### config.mk
export PLATFORM = sky130hd
export DESIGN_NAME = arbitro_rr
export DESIGN_NICKNAME = d
export VERILOG_FILES = /design/src/rtl/arbitro_rr.sv
export SDC_FILE = /design/constraint.sdc
export NUM_CORES = 1
export LEC_CHECK = 0
export ABC_CLOCK_PERIOD_IN_PS = 5800
export BUFFER_PORTS_ARGS = -buffer_cell sky130_fd_sc_hd__buf_2
export CAP_MARGIN = 20
export CELL_PAD_IN_SITES_DETAIL_PLACEMENT = 0
export CELL_PAD_IN_SITES_GLOBAL_PLACEMENT = 1
export CORE_MARGIN = 3
export CORE_UTILIZATION = 46
export DETAILED_ROUTE_END_ITERATION = 10
export PLACE_DENSITY = 0.84
export SLEW_MARGIN = 20
export SYNTH_ARGS = -nofsm -noshare
export SYNTH_HDL_FRONTEND = slang
export SYNTH_SLANG_ARGS = --single-unit
### constraint.sdc
create_clock -name clock -period 5.8 [get_ports clock]
set_input_delay 0.87 -clock clock [delete_from_list [all_inputs] [get_ports clock]]
set_output_delay 0.87 -clock clock [all_outputs]
set_load 0.005 [all_outputs]
### src/rtl/arbitro_rr.sv
// arbitro_rr: two-requester round-robin arbiter with a bounded hold before preemption
module arbitro_rr #(
  parameter int MAX_HOLD = 4
) (
  input  logic clock,
  input  logic reset,
  input  logic req0,
  input  logic req1,
  output logic gnt0,
  output logic gnt1
);
  typedef enum logic [1:0] {IDLE = 2'd0, GNT0 = 2'd1, GNT1 = 2'd2} state_t;
  localparam logic [3:0] MAX = 4'(MAX_HOLD);
  state_t     state_q, state_d;
  logic [3:0] hold_cnt_q, hold_cnt_d;
  logic       last_q, last_d;
  logic       gnt0_q, gnt1_q;
  always_comb begin
    state_d = state_q;
    if (state_q == IDLE)
      state_d = (req0 && (!req1 || last_q)) ? GNT0 : req1 ? GNT1 : IDLE;
    else if (state_q == GNT0)
      state_d = (!req0 || (req1 && hold_cnt_q == MAX)) ? (req1 ? GNT1 : IDLE) : GNT0;
    else if (state_q == GNT1)
      state_d = (!req1 || (req0 && hold_cnt_q == MAX)) ? (req0 ? GNT0 : IDLE) : GNT1;
    else
      state_d = IDLE;
    hold_cnt_d = (state_d == IDLE) ? 4'd0 :
                 (state_d != state_q) ? 4'd1 :
                 (hold_cnt_q == MAX) ? hold_cnt_q : hold_cnt_q + 4'd1;
    last_d = (state_d == GNT0) ? 1'b0 : (state_d == GNT1) ? 1'b1 : last_q;
  end
  always_ff @(posedge clock) begin
    if (!reset) begin
      state_q    <= IDLE;
      hold_cnt_q <= 4'd0;
      last_q     <= 1'b1;
      gnt0_q     <= 1'b0;
      gnt1_q     <= 1'b0;
    end else begin
      state_q    <= state_d;
      hold_cnt_q <= hold_cnt_d;
      last_q     <= last_d;
      gnt0_q     <= state_d == GNT0;
      gnt1_q     <= state_d == GNT1;
    end
  end
  assign gnt0 = gnt0_q;
  assign gnt1 = gnt1_q;
endmodule

Yosys cells after proc, flatten, opt, wreduce, memory -nomap -nowiden
Cells that the tools add are included.

word-level totals
  output and inout bits = 2
  input port bits = 4
  word-level logic and storage cells = 40
  flip-flop bits (word level) = 9

operators by class
  reductions and logical operators = 13
  muxes and demuxes = 12
  equality and inequality tests = 7
  $add $sub $neg = 1
  bitwise gates (word level) = 1

operator list
  kind                                                             count
  2-bit 2-to-1 mux                                                 7
  1-bit 2-to-1 mux                                                 5
  4-bit by 1-bit adder with 4-bit output, second input constant    1
  2-bit by 1-bit == test with 1-bit output, second input constant  2
  2-bit == test, second input constant                             2
  4-bit by 3-bit == test with 1-bit output, second input constant  1
  2-bit logical NOT                                                2
  1-bit logical AND                                                3
  1-bit logical OR                                                 3
  3-bit OR reduction                                               1
  1-bit logical NOT                                                2
  2-bit by 1-bit != test with 1-bit output, second input constant  1
  2-bit != test                                                    1
  2-bit nonzero test                                               1
  2-bit OR reduction                                               1
  1-bit inverter                                                   1

Depth between registers and ports, before layout
  word-level depth = 10
  depth in mapped cells = 9
  depth with buffers taken out = 9

Least setup slack after synthesis
OpenSTA, ideal clock, no wires.

  path type = in2reg
  start = in req0
  end = reg hold_cnt_q[0]
  setup slack = 3.224 ns
  arrival = 2.456 ns
  library setup time = 0.120 ns
  stages on the path = 8
  required time = 5.680 ns
  buffers on the path = 1
  path through = clkbuf_2 > inv_1 > o311ai_1 > a21o_1 > ha_1 > and3b_1 > mux2_4 > a211o_1

on the way
  word-level cells in the longest chain between the ends = 8
  elaborated cells between the ends (all ways) = 17
  those cells by class = eq/ne: 2; mux: 8; reduce/logical: 7

ends and longest elaborated chain
  item                                                                              line    source
  start, declared                                                                   7       input logic req0,
  1-bit logical AND                                                                 25      state_d = (!req1 || (req0 && hold_cnt_q == MAX)) ? (req0 ? GNT0 : IDLE) : GNT1;
  1-bit logical OR                                                                  25
  2-bit 2-to-1 mux                                                                  25
  2-bit 2-to-1 mux                                                                  24      else if (state_q == GNT1)
  2-bit 2-to-1 mux                                                                  22      else if (state_q == GNT0)
  2-bit 2-to-1 mux (*)                                                              20      if (state_q == IDLE)
  2-bit != test / 2-bit logical NOT (equally long branches)                         29, 28
  2-bit by 1-bit != test with 1-bit output (no line), or another cell as far along  n/a
  end signal, assigned                                                              42      hold_cnt_q <= hold_cnt_d;
  end, declared                                                                     15      logic [3:0] hold_cnt_q, hold_cnt_d;

Every way passes the cells marked *; elsewhere a longest branch is shown, timed or not.
A chain may end at the register's enable or synchronous reset.

Worst setup path after layout
  start = reg hold_cnt_q[0]
  end = reg hold_cnt_q[0]

on the way
  word-level cells in the longest chain between the ends = 9
  elaborated cells between the ends (all ways) = 17
  those cells by class = add/sub: 1; eq/ne: 3; mux: 7; reduce/logical: 6

ends and longest elaborated chain
  item                                                                              line
  4-bit by 3-bit == test with 1-bit output                                          23, 25, 30
  1-bit logical AND                                                                 25
  1-bit logical OR                                                                  25
  2-bit 2-to-1 mux                                                                  25
  2-bit 2-to-1 mux                                                                  24
  2-bit 2-to-1 mux                                                                  22
  2-bit 2-to-1 mux                                                                  20
  2-bit != test / 2-bit logical NOT (equally long branches)                         29, 28
  2-bit by 1-bit != test with 1-bit output (no line), or another cell as far along  n/a

Parallel ways exist; a longest one is shown, timed or not. The select of a mux whose other input is x is not followed.

==> results.json <==
{
  "critPathArrivalTime_ps": 2710,
  "io_buffers": 5,
  "hold_buffers": 0,
  "rows": 12,
  "p_per_area_nw_per_um2": 233,
  "whs_ps": 527,
  "ir_worst_vdd_mv": 0.116,
  "timing.critical_path.to": "hold_cnt_q[0]",
  "r2r_slack_ps": 3310,
  "cts_tree": "built",
  "cp_slowest_cell": "dfxtp_1",
  "htreeDepth": 1,
  "yosysUniqueCellTypes": 36,
  "syn_nets": 76,
  "timing.rr.start": "hold_cnt_q[0]",
  "path_max_fanout": 5,
  "antenna_found_initial": 0,
  "critPathCaptureType": "flop",
  "grt_pass1_wl_mm": 2.02,
  "crit_required_ps": 6020,
  "final_nets": 83,
  "drv_cap": 0,
  "synth_area_leaders": "dfxtp_1 (29%), ha_1 (9.9%), mux2_4 (4.8%), and3b_2 (3.2%), mux2i_1 (3.2%)",
  "num_antenna_cells": 0,
  "startpoint": "hold_cnt_q[0]",
  "ys_warn_count": 0,
  "grt_pass1_vias": 464,
  "period_share_pct": 42.9,
  "overflow": 0,
  "yosys.area.top_type_share_pct": 28.6,
  "area_delta_synth_final_pct": 7.54,
  "num_io_pins": 6,
  "rsz0062_at_grt": "no",
  "p_leak_nw": 0.325,
  "hold_viol_final": 0,
  "crit_top_cell": "ha_1",
  "clk-insertion-delay-late_ps": 270,
  "gp_congestion": 0.767,
  "netlist_area_um2": 631,
  "path_cells": "inv_1, ha_1, and4b_1, o21a_1, or3_1, ha_1, nor2b_1, nor4b_1, a211o_1",
  "wl_mm": 1.15,
  "start_util_pct": 52.5,
  "fp.coreArea_um2": 1200,
  "placement.cell_area_um2": 652,
  "multi_input_area_um2": 410,
  "cts_setup_buffers": 0,
  "ys_ff_latch": 9,
  "cts_resized": 0,
  "vias": 487,
  "rr_worst_depth": 9,
  "path_clk_slew_ps": 70,
  "fmax_ghz": 0.402,
  "critPathMaxStageDelay_ps": 400,
  "grt_max_degree": 10,
  "routedWlPerCell_um": 13.2,
  "dr.first_iter.drc_count": 5,
  "period_minus_slack_ps": 2490,
  "die_h_um": 43.0,
  "first_pass_iters": 3,
  "post-dp-hpwl_um": 863,
  "fin_area_um2": 678,
  "regArea_um2": 180,
  "fin_setup_tns_ps": 0,
  "avgSynthCellArea_um2": 9.41,
  "layout-drive-gt1-share_pct": 23.3,
  "pre_cts_slack_ps": 3060,
  "grtUsageTotal_pct": 14.7,
  "hold_path.class": "reg2reg",
  "cts_buffers": 3,
  "slew_headroom_pct": 70.3,
  "root_buffer": "clkbuf_4",
  "setup_violations": 0,
  "rr_endpoint": "hold_cnt_q[0]",
  "crit_path_start_kind": "flop",
  "viasPerCell": 5.60,
  "worst_pin_slew_ps": 439,
  "synthCells": 67,
  "drc": 0,
  "yosysTopAreaCell": "dfxtp_1",
  "cts_sinks": 9,
  "critPathKind": "reg2reg",
  "skew_ps": 17.3,
  "die_w_um": 43.0,
  "fin_ws_ps": 3310,
  "status": "finished, final reports clean",
  "finalMaxSlewViolations": 0,
  "drtAntennaViolNets": 0,
  "ys_seq_area_share_pct": 28.6,
  "clk_path_buf_depth": 2,
  "fill_cells": 122,
  "dieArea_um2": 1850
}
## report_power, final
part | switching (W) | internal, W
Clock | 0.0000237 | 0.0000265
Combinational | 0.0000190 | 0.0000168
Sequential | 0.00000535 | 0.0000664
Total | 0.0000481 | 0.000110
## cell type report
| class | count | share of cell area [%] |
|---|---|---|
| Multi-Input combinational cell | 50 | 60.5 |
| Sequential cell | 9 | 26.6 |
| Clock buffer | 4 | 3.87 |
| Timing Repair Buffer | 5 | 3.69 |
| Inverter | 5 | 2.77 |
| Tap cell | 14 | 2.58 |
## cells in the final DEF, fill, tap and decap left out, types with 3 or more instances in the layout
master	instances
inv_1	5
nor3_1	3
ha_1	5
clkbuf_4	3
nor2_1	3
dfxtp_1	9
nand2_1	3
nand3_1	3
buf_2	5
## how the worst min path moves through the flow
| stage | startpoint | to | cells after the start |
|---|---|---|---|
| floorplan | last_q | last_q | 2 |
| global placement | hold_cnt_q[1] | hold_cnt_q[1] | 2 |
| detailed placement | last_q | last_q | 2 |
| CTS | last_q | last_q | 2 |
| global route | last_q | last_q | 2 |
| finish | last_q | last_q | 2 |
## worst max-delay path: cells and delay by family (launching register included)
| family | cells | cell delay (ps) |
|---|---|---|
| AO/OA/AOI/OAI | 2 | 340 |
| buffers and inverters | 1 | 70 |
| flip-flops | 1 | 400 |
| AND/OR/NAND/NOR | 4 | 1130 |
| adder cells (fa/ha/maj) | 2 | 500 |
## stage by stage
step	power (W)	util (%)	instances
floorplan	0.000102	-	67
global placement	0.000109	54.3	83
detailed placement	0.000109	54.3	83
CTS	0.000159	56.5	87
global route	0.000169	56.5	87
finish	0.000158	56.5	87
## cells in the mapped netlist
cell	count
a22oi_2	1
xor2_1	1
nor2b_1	1
ha_1	5
a211o_1	1
a211oi_1	1
a21o_1	1
nand3_1	3
o21ai_2	2
a21oi_1	2
nor3_1	3
buf_6	1
o21a_1	1
mux2i_1	2
nand2_1	3
clkbuf_2	1
inv_1	5
a2111oi_2	1
nor4b_1	1
nor2_1	3
and3b_2	2
nand2b_1	1
o21ai_0	1
or3_1	1
mux2_4	2
xnor2_1	1
and4b_1	1
nor3b_1	1
nor4_1	2
and3b_1	2
nand3b_4	1
o311ai_1	1
and2_1	1
buf_2	1
dfxtp_1	9
o22ai_1	1
## kinds of logic after synthesis
| group | after synthesis | share of synthesized area [%] |
|---|---|---|
| DFF | 9 | 28.6 |
| and+or+nand+nor | 26 | 27.6 |
| muxes | 4 | 7.94 |
| adders and majority gates | 5 | 9.92 |
| xor gates and xnor gates | 2 | 2.78 |
| buffers and inverters | 8 | 6.35 |
| AOI/OAI and AO/OA | 13 | 16.9 |
## sequential cells by signal, summed over array words and instances (netlist names)
signal / flops
gnt0: 1
hold_cnt_q: 4
last_q: 1
state_q: 2
gnt1: 1
## layer usage
| metal | share of wire, % | global-route usage (%) | up-vias |
|---|---|---|---|
| li1 | - | - | 259 |
| met1 | 53 | 19.9 | 220 |
| met2 | 42 | 21.3 | 8 |
| met3 | 4.9 | 7.63 | 0 |
| met4 | 0 | 1.81 | 0 |
| met5 | 0 | 0 | - |
No activity file was read; power rests on OpenSTA's default activity.
